## config.mk

```make
export PLATFORM = sky130hd
export DESIGN_NAME = add_sub_pipe_flat
export DESIGN_NICKNAME = d
export VERILOG_FILES = /design/src/rtl/add_sub_pipe_pkg.sv /design/src/rtl/add_sub_pipe_if.sv /design/src/rtl/add_sub_pipe_stage.sv /design/src/rtl/add_sub_pipe.sv /design/src/flat_wrapper.sv
export SDC_FILE = /design/constraint.sdc
export NUM_CORES = 1
export LEC_CHECK = 0
export BUFFER_PORTS_ARGS = -buffer_cell sky130_fd_sc_hd__buf_2
export CORE_ASPECT_RATIO = 0.8
export CORE_MARGIN = 2
export CORE_UTILIZATION = 41
export CTS_BUF_LIST = sky130_fd_sc_hd__clkbuf_8 sky130_fd_sc_hd__clkbuf_16
export CTS_CLUSTER_DIAMETER = 30
export DETAILED_ROUTE_END_ITERATION = 12
export PLACE_DENSITY = 0.73
export SLEW_MARGIN = 20
export SYNTH_ARGS = -nofsm -noshare
export SYNTH_HDL_FRONTEND = slang
export SYNTH_HIERARCHICAL = 1
export SYNTH_SLANG_ARGS = --single-unit
```

## constraint.sdc

```tcl
create_clock -name clk -period 1.35 [get_ports clk]
set_clock_uncertainty 0.1 [all_clocks]
set_input_delay 0.27 -clock clk [delete_from_list [all_inputs] [get_ports clk]]
set_output_delay 0.27 -clock clk [all_outputs]
set_load 0.1 [all_outputs]
```

## src/rtl/add_sub_pipe_pkg.sv

```systemverilog
// Shared types and limits for the add_sub_pipe elastic adder/subtractor.
package add_sub_pkg;

  typedef enum logic [1:0] {
    OP_ADD  = 2'b00,
    OP_SUB  = 2'b01,
    OP_ADDS = 2'b10,
    OP_SUBS = 2'b11
  } op_e;

  localparam int MAX_STAGES = 8;
  localparam int MIN_STAGES = 1;

endpackage

```

## src/rtl/add_sub_pipe_if.sv

```systemverilog
// Producer/consumer handshake bundle for add_sub_pipe; the DUT takes the slave side.
interface add_sub_pipe_if #(
  parameter int WIDTH = 8
);

  logic             in_valid;
  logic             in_ready;
  logic [WIDTH-1:0] a;
  logic [WIDTH-1:0] b;
  logic [1:0]       op;
  logic             out_valid;
  logic             out_ready;
  logic [WIDTH:0]   result;
  logic             zero;

  modport master (
    output in_valid, a, b, op, out_ready,
    input  in_ready, out_valid, result, zero
  );

  modport slave (
    input  in_valid, a, b, op, out_ready,
    output in_ready, out_valid, result, zero
  );

endinterface

```

## src/rtl/add_sub_pipe_stage.sv

```systemverilog
// One elastic register slot: valid bit plus payload, loads when empty or draining.
module add_sub_stage #(
  parameter int PW = 10
) (
  input  logic          clk,
  input  logic          rst,
  input  logic          up_valid,
  input  logic [PW-1:0] up_data,
  input  logic          dn_ready,
  output logic          dn_valid,
  output logic [PW-1:0] dn_data
);

  logic          valid_q, valid_d;
  logic [PW-1:0] data_q, data_d;
  logic          advance;

  always_comb begin
    advance = !valid_q || dn_ready;
    valid_d = valid_q;
    data_d  = data_q;
    if (advance) begin
      valid_d = up_valid;
      // payload only changes on a real transfer so the output holds while stalled
      if (up_valid) begin
        data_d = up_data;
      end
    end
  end

  always_ff @(posedge clk or posedge rst) begin
    if (rst) begin
      valid_q <= 1'b0;
      data_q  <= '0;
    end else begin
      valid_q <= valid_d;
      data_q  <= data_d;
    end
  end

  assign dn_valid = valid_q;
  assign dn_data  = data_q;

endmodule

```

## src/rtl/add_sub_pipe.sv

```systemverilog
// Elastic pipelined adder/subtractor with zero flag.
// Define ADD_SUB_SAT_EN to enable saturating add/subtract on opcodes 10/11.
module add_sub_pipe
  import add_sub_pkg::*;
#(
  parameter int WIDTH  = 8,
  parameter int STAGES = 2
) (
  input logic           clk,
  input logic           rst,
  add_sub_pipe_if.slave bus
);

  localparam int RW = WIDTH + 1;
  // out-of-range depths are clamped into the supported range
  localparam int DEPTH = (STAGES > MAX_STAGES) ? MAX_STAGES :
                         ((STAGES < MIN_STAGES) ? MIN_STAGES : STAGES);

  typedef struct packed {
    logic [RW-1:0] result;
    logic          zero;
  } payload_t;

  localparam int PW = $bits(payload_t);

  op_e           op;
  logic [RW-1:0] sum;
  logic [RW-1:0] diff;
  logic [RW-1:0] res;
  payload_t      in_pl;

  always_comb begin
    op   = op_e'(bus.op);
    sum  = {1'b0, bus.a} + {1'b0, bus.b};
    diff = {1'b0, bus.a} - {1'b0, bus.b};
    res  = sum;
    case (op)
      OP_ADD:  res = sum;
      OP_SUB:  res = diff;
`ifdef ADD_SUB_SAT_EN
      OP_ADDS: res = sum[WIDTH]  ? {1'b1, {WIDTH{1'b1}}} : sum;
      OP_SUBS: res = diff[WIDTH] ? {1'b1, {WIDTH{1'b0}}} : diff;
`else
      OP_ADDS: res = sum;
      OP_SUBS: res = diff;
`endif
    endcase
    in_pl.result = res;
    in_pl.zero   = (res[WIDTH-1:0] == '0);
  end

  logic [DEPTH-1:0] vld;
  payload_t         dat [DEPTH];
  logic [DEPTH:0]   rdy;

  // rdy[k] is the "slot k can take data" signal; rdy[DEPTH] is the consumer
  always_comb begin
    rdy        = '0;
    rdy[DEPTH] = bus.out_ready;
    for (int k = DEPTH - 1; k >= 0; k--) begin
      rdy[k] = !vld[k] || rdy[k+1];
    end
  end

  for (genvar k = 0; k < DEPTH; k++) begin : g_stage
    logic     up_v;
    payload_t up_d;

    if (k == 0) begin : g_head
      assign up_v = bus.in_valid && !rst;
      assign up_d = in_pl;
    end else begin : g_body
      assign up_v = vld[k-1];
      assign up_d = dat[k-1];
    end

    add_sub_stage #(
      .PW(PW)
    ) u_stage (
      .clk      (clk),
      .rst      (rst),
      .up_valid (up_v),
      .up_data  (up_d),
      .dn_ready (rdy[k+1]),
      .dn_valid (vld[k]),
      .dn_data  (dat[k])
    );
  end

  assign bus.in_ready  = rdy[0] && !rst;
  assign bus.out_valid = vld[DEPTH-1];
  assign bus.result    = dat[DEPTH-1].result;
  assign bus.zero      = dat[DEPTH-1].zero;

endmodule

```

## src/flat_wrapper.sv

```systemverilog
// flat-port wrapper written by rule: the top's interface ports become plain ports
module add_sub_pipe_flat import add_sub_pkg::*;
#(
  parameter int WIDTH  = 8,
  parameter int STAGES = 2
)
  (clk, rst, bus_in_valid, bus_a, bus_b, bus_op, bus_out_ready, bus_in_ready, bus_out_valid, bus_result, bus_zero);
  add_sub_pipe_if #(.WIDTH(WIDTH)) bus_i ();
  input logic clk;
  input logic rst;
  input wire logic [$bits(bus_i.in_valid)-1:0] bus_in_valid;
  input wire logic [$bits(bus_i.a)-1:0] bus_a;
  input wire logic [$bits(bus_i.b)-1:0] bus_b;
  input wire logic [$bits(bus_i.op)-1:0] bus_op;
  input wire logic [$bits(bus_i.out_ready)-1:0] bus_out_ready;
  output wire logic [$bits(bus_i.in_ready)-1:0] bus_in_ready;
  output wire logic [$bits(bus_i.out_valid)-1:0] bus_out_valid;
  output wire logic [$bits(bus_i.result)-1:0] bus_result;
  output wire logic [$bits(bus_i.zero)-1:0] bus_zero;
  assign bus_i.in_valid = bus_in_valid;
  assign bus_i.a = bus_a;
  assign bus_i.b = bus_b;
  assign bus_i.op = bus_op;
  assign bus_i.out_ready = bus_out_ready;
  assign bus_in_ready = bus_i.in_ready;
  assign bus_out_valid = bus_i.out_valid;
  assign bus_result = bus_i.result;
  assign bus_zero = bus_i.zero;
  add_sub_pipe #(.WIDTH(WIDTH), .STAGES(STAGES)) u_core (.clk(clk), .rst(rst), .bus(bus_i));
endmodule
```

* Word-level counts from Yosys, hierarchy flattened
Index checks and enable logic that the tools add are counted.
** Word-level totals
- Bits in registers :: 22
- Latch bits :: 0
- Bits in writable memories :: 0
- Memory bits (read-only) :: 0
- Input port bits :: 22
- Memories :: 0
** Cells by class
- $add $sub $neg :: 2
- Multiply operators :: 0
- Divide/modulo/power cells :: 0
- $lt $le $gt $ge :: 0
- Eq/ne operators :: 3
- Shift-type cells :: 0
- Mux-type cells :: 1
- Bitwise logic cells :: 0
- Reductions and logical operators :: 13
** Operators by type and width (number)
- $pmux W9 S2 :: 1
- $add A8 B8 Y9 :: 1
- $sub A8 B8 Y9 :: 1
- $logic_not A8 Y1 :: 1
- $eq A2 B2 Y1 const B :: 2
- $reduce_and A2 Y1 :: 2
- $reduce_or A2 Y1 :: 2
- $logic_not A1 Y1 :: 3
- $eq A2 B1 Y1 const B :: 1
- $logic_and A1 B1 Y1 :: 2
- $logic_not A2 Y1 :: 1
- $logic_or A1 B1 Y1 :: 2

* Longest topological paths before layout
- Depth in word-level cells :: 4
- Gate-level depth with buffers :: 13
- Mapped depth without buffers :: 13

* Cells and area by module
The synthesis kept the hierarchy.
** Modules (own cells, without submodules)
- add_sub_stage :: instances 2, cells an instance 25, area each 424.2 um2, seq. area each 275.3 um2
- add_sub_pipe :: instances 1, cells an instance 82, area each 548.0 um2, seq. area each 0.0 um2

* Worst setup path after synthesis
Ideal clock, no wire load.
- Path type :: reg-to-output
- Start point :: register u_core.g_stage[1].u_stage.valid_q
- End point :: output bus_in_ready
- Arrival :: 2611 ps
- Data required time :: 980 ps
- Path slack :: -1631 ps
- Cell stages (with the launch flop) :: 2
- Path buffers :: 0
- Cell sequence :: dfrtp_1 -> a31oi_1
** On the way
- Word-level cells in the longest chain between the ends :: 4
** RTL lines
- from (decl) :: RTL line add_sub_pipe_stage.sv:14 : logic valid_q, valid_d;
- from (signal assigned) :: RTL line add_sub_pipe_stage.sv:36 : valid_q <= valid_d;
- $logic_not A1 Y1 :: RTL line add_sub_pipe.sv:61 : rdy[k] = !vld[k] || rdy[k+1];
- $logic_or A1 B1 Y1 (2 in a row) :: RTL line add_sub_pipe.sv:61
- $logic_and A1 B1 Y1 :: RTL line add_sub_pipe.sv:90 : assign bus.in_ready = rdy[0] && !rst;
- to (decl) :: RTL line flat_wrapper.sv:16 : output wire logic [$bits(bus_i.in_ready)-1:0] bus_in_ready;
No other way between the ends.

==> out/results.txt <==
The run finished, with violations left. The final reports fail on setup timing. The mean instance size in the synthesized netlist was 10.6 sq um; the number of nets with antenna violations after detailed routing was 0. The topmost layer with routed signal wires was met4. Kind of end point of the critical path: a flip-flop.

The netlist uses 29 different library cells. The tree built by TritonCTS fans out to 22 sinks. The signal arrival time at the worst endpoint is 2.52 ns, and the pre-CTS setup slack is -1.39 ns. The run gives 132 as the synthesized netlist cell count. The number of max-slew violations in the final report was 0; the routed wire length per instance was 17.5 um. The boundary pin count is 34, and the cell area after synthesis is 0.00140 sq mm. The tool flagged a number of max-cap violations equal to 0. The clock latency on the worst-skew pair is 0.27 ns, and the delay of the slowest cell on the worst path is 0.42 ns. The headroom to the max-slew limit is 0.604. Family of cells with the greatest summed delay on the critical path: simple AND/OR/NAND/NOR gates.

The die is 56.2 um tall. In the routed layout, each cell is associated on average with a via count of 5.43. The via count of the first global-routing pass was 1,361; the overall die area was 0.00389 sq mm.

Based on the critical path, the design can be clocked at up to 0.417 GHz. For the worst setup path, the data required time is 1.47 ns. The run gives 3 as the number of CTS-inserted buffers. After global routing the overflow that remains totals 0. The final hold violation count came out at 0.

For this run, the post-layout net count is 237. The run gives 0.784 as the utilization of the core after routing. The HPWL after detailed placement is 2800 um. For the sequential element share of the synthesized area, the log shows 0.394. Post-route worst setup slack: -1.05 ns. Detailed routing inserted a total of 1,326 vias. Count of input and output buffers: 32. When the netlist entered floorplanning its net count stood at 164.

The total track usage is 0.209. The library cells used most frequently in the layout, excluding fill and tap cells, are 30 x buf_4, 20 x dfrtp_1, 18 x buf_2, 16 x mux2_4, 14 x buf_12. DRC violation count after routing: 0.

Among the stages of the critical path, the cell type that occurs most often is mux2_4. TritonCTS built the clock tree. The path class of the tightest hold or removal check is in2async. Setup violations remaining at the end of the flow were counted as 22. The first global-routing pass estimated 6340 um of wire. Relative to the synthesized area, the layout overhead comes to 78.2%. The critical path is of the in2reg type. Buffers inserted to repair hold after CTS numbered 0. The layout cell share with drive strength beyond 1 was 0.667.

The synthesized flop and latch total was 22. The library cell used most frequently in the layout, excluding fill and tap cells, is buf_4. Clock-pin slew on the worst setup and hold paths: 0.08 ns. The largest fanout of any net on the critical path was 3; the met1 layer wirelength in the final routing was 1710 um. For the area taken by flip-flops and latches, the log shows 556 sq um. The tools report the total core area as 0.00318 sq mm.

The element type at the critical path start was a primary input. Walking the worst path, the cells encountered are buf_12 > inv_12 > ha_4 > mux2_4 > fa_2 > nand2b_4 > a21oi_2 > xor2_1 > or4_4 > nor4_2 > mux2_4. The buffers plus inverters on the worst setup path was 2.

The number of core rows is 18, and the number of optimization iterations in the first detailed-route pass is 4. Entering global routing, the biggest net connects 13 pins. The final worst-path cycle share works out to 1.78. Dividing total power by cell area gives a power density of 1790 mW/mm^2.

The initial core utilization is 0.440, and the total number of yosys warnings is 6. The run gives 0 as the number of antenna violations at the first check in global routing. The slowest stage of the critical path is the or4_4 cell. The longest clock path from root to sink contains 2 buffers. The cell sitting at the root of the clock tree is a clkbuf_8. The repair_antennas step left the layout with diodes totalling 0. VDD sags by at most 0.00164 V. The area used by multi-input combinational logic is 0.00112 sq mm. Setup repair after global routing could not meet its margin everywhere. The die is 69.2 um wide. For the count of filler cells inserted in the layout, the log shows 172.

The maximum level of the CTS H-tree came out at 1. The run gives 0.0400 ns as the worst hold-check slack. Summed over all nets, wire length on met2 after detailed routing comes to 2190 um. The shortest period the worst path allows was 2.40 ns. The number of violations reported at the end of detailed-routing iteration 0 is 66, and the pin slew with the least headroom to its limit is 0.593 ns. The met3 wire length was 162 um; the routability congestion estimate from global placement was 0.820.

The standby leakage power was 1.18 nW. For this block, the routed nets add up to 4260 um of wire.
logic make-up (layout without fill, tap and decap cells):
group / Yosys count / count (layout) / synth area share
and+or+nand+nor: 36 / 38 / 0.158
DFF: 22 / 22 / 0.394
muxes: 21 / 21 / 0.169
AOI/OAI and AO/OA: 19 / 19 / 0.0798
buffers and inverters: 13 / 83 / 0.0349
xor gates and xnor gates: 11 / 11 / 0.0690
adders and majority gates: 10 / 10 / 0.0950
flip-flops by register name, summed over array words and instances, names as in the netlist:
name and cells:
u_core/g_stage.u_stage/dn_valid 2, u_core/g_stage.u_stage/dn_data 20
worst reg2reg max path, stage by stage (launching register included):
cell,delay (ns)
dfrtp_4,0.53
buf_6,0.14
nand2b_4,0.12
nand2_8,0.09
mux2_4,0.30
path summary, 6_finish.rpt:
check / start / to / slack (ns) / cells after the start
max: bus_b[1] / u_core/g_stage[0].u_stage/dn_data[0]$_DFFE_PP0P_ / -1.05 / 11
min: rst / u_core/g_stage[1].u_stage/dn_valid$_DFFE_PP0P_ / 0.04 / 3
max reg2reg: u_core/g_stage[1].u_stage/dn_valid$_DFFE_PP0P_ / u_core/g_stage[1].u_stage/dn_data[2]$_DFFE_PP0P_ / -0.06 / 4
min reg2reg: u_core/g_stage[0].u_stage/dn_data[5]$_DFFE_PP0P_ / u_core/g_stage[1].u_stage/dn_data[5]$_DFFE_PP0P_ / 0.41 / 1
max in group asynchronous: rst / u_core/g_stage[0].u_stage/dn_valid$_DFFE_PP0P_ / 0.76 / 3
min in group clk: bus_out_ready / u_core/g_stage[1].u_stage/dn_valid$_DFFE_PP0P_ / 0.39 / 3
per-layer routing:
metal | GRT usage | vias up
li1 | - | 605
met1 | 0.233 | 653
met3 | 0.0507 | 21
met2 | 0.364 | 47
met5 | 0 | -
met4 | 0.123 | 0
synthesized netlist by cell type, drive strengths merged:
cell type  count  area (sq um)
a21o           1          7.51
a21oi          9          45.0
a2bb2oi        1          8.76
a31o           1          8.76
a31oi          3          18.8
clkbuf         1          3.75
dfrtp         22           551
fa             1          20.0
ha             9           113
inv           12          45.0
mux2          21           236
nand2          5          33.8
nand2b         5          46.3
nand3          1          5.00
nand3b         1          7.51
nor2          13          48.8
nor2b          1          6.26
nor3           3          15.0
nor4           3          25.0
o211ai         1          7.51
o21ai          3          15.0
or2b           2          15.0
or3            1          6.26
or4            1          11.3
xnor2          9          78.8
xor2           2          17.5
layout make-up:
cell class	instances	area share
multi-input combinational	99	0.449
inverter	12	0.0231
timing repair buffer	67	0.262
tap	40	0.0201
sequential	22	0.223
clock buffer	4	0.0221
per-stage QoR:
stage / power (W) / cells / area (sq um) / setup TNS [ns]
2_1_floorplan: 0.00271 / 132 / 1510 / -7.39
3_3_place_gp: 0.00362 / 232 / 2130 / -8.84
3_5_place_dp: 0.00369 / 232 / 2130 / -9.35
4_1_cts: 0.00433 / 241 / 2380 / -6.26
5_1_grt: 0.00461 / 244 / 2490 / -7.61
6_report: 0.00445 / 244 / 2490 / -6.84
what timing repair did:
action	4_1_cts	5_1_grt
setup endpoints to repair	12	22
gates cloned	0	2
pin swaps	15	14
gates resized for setup	32	19
buffers inserted	5	3
power breakdown:
| part | switching (W) | leakage [nW] | internal [W] |
|---|---|---|---|
| Sequential | 0.000233 | 0.261 | 0.000906 |
| Clock | 0.000218 | 0.0288 | 0.000261 |
| Combinational | 0.00160 | 0.888 | 0.00123 |
| Total | 0.00206 | 1.18 | 0.00240 |
Note: power is estimated with default switching activity, not from simulation.
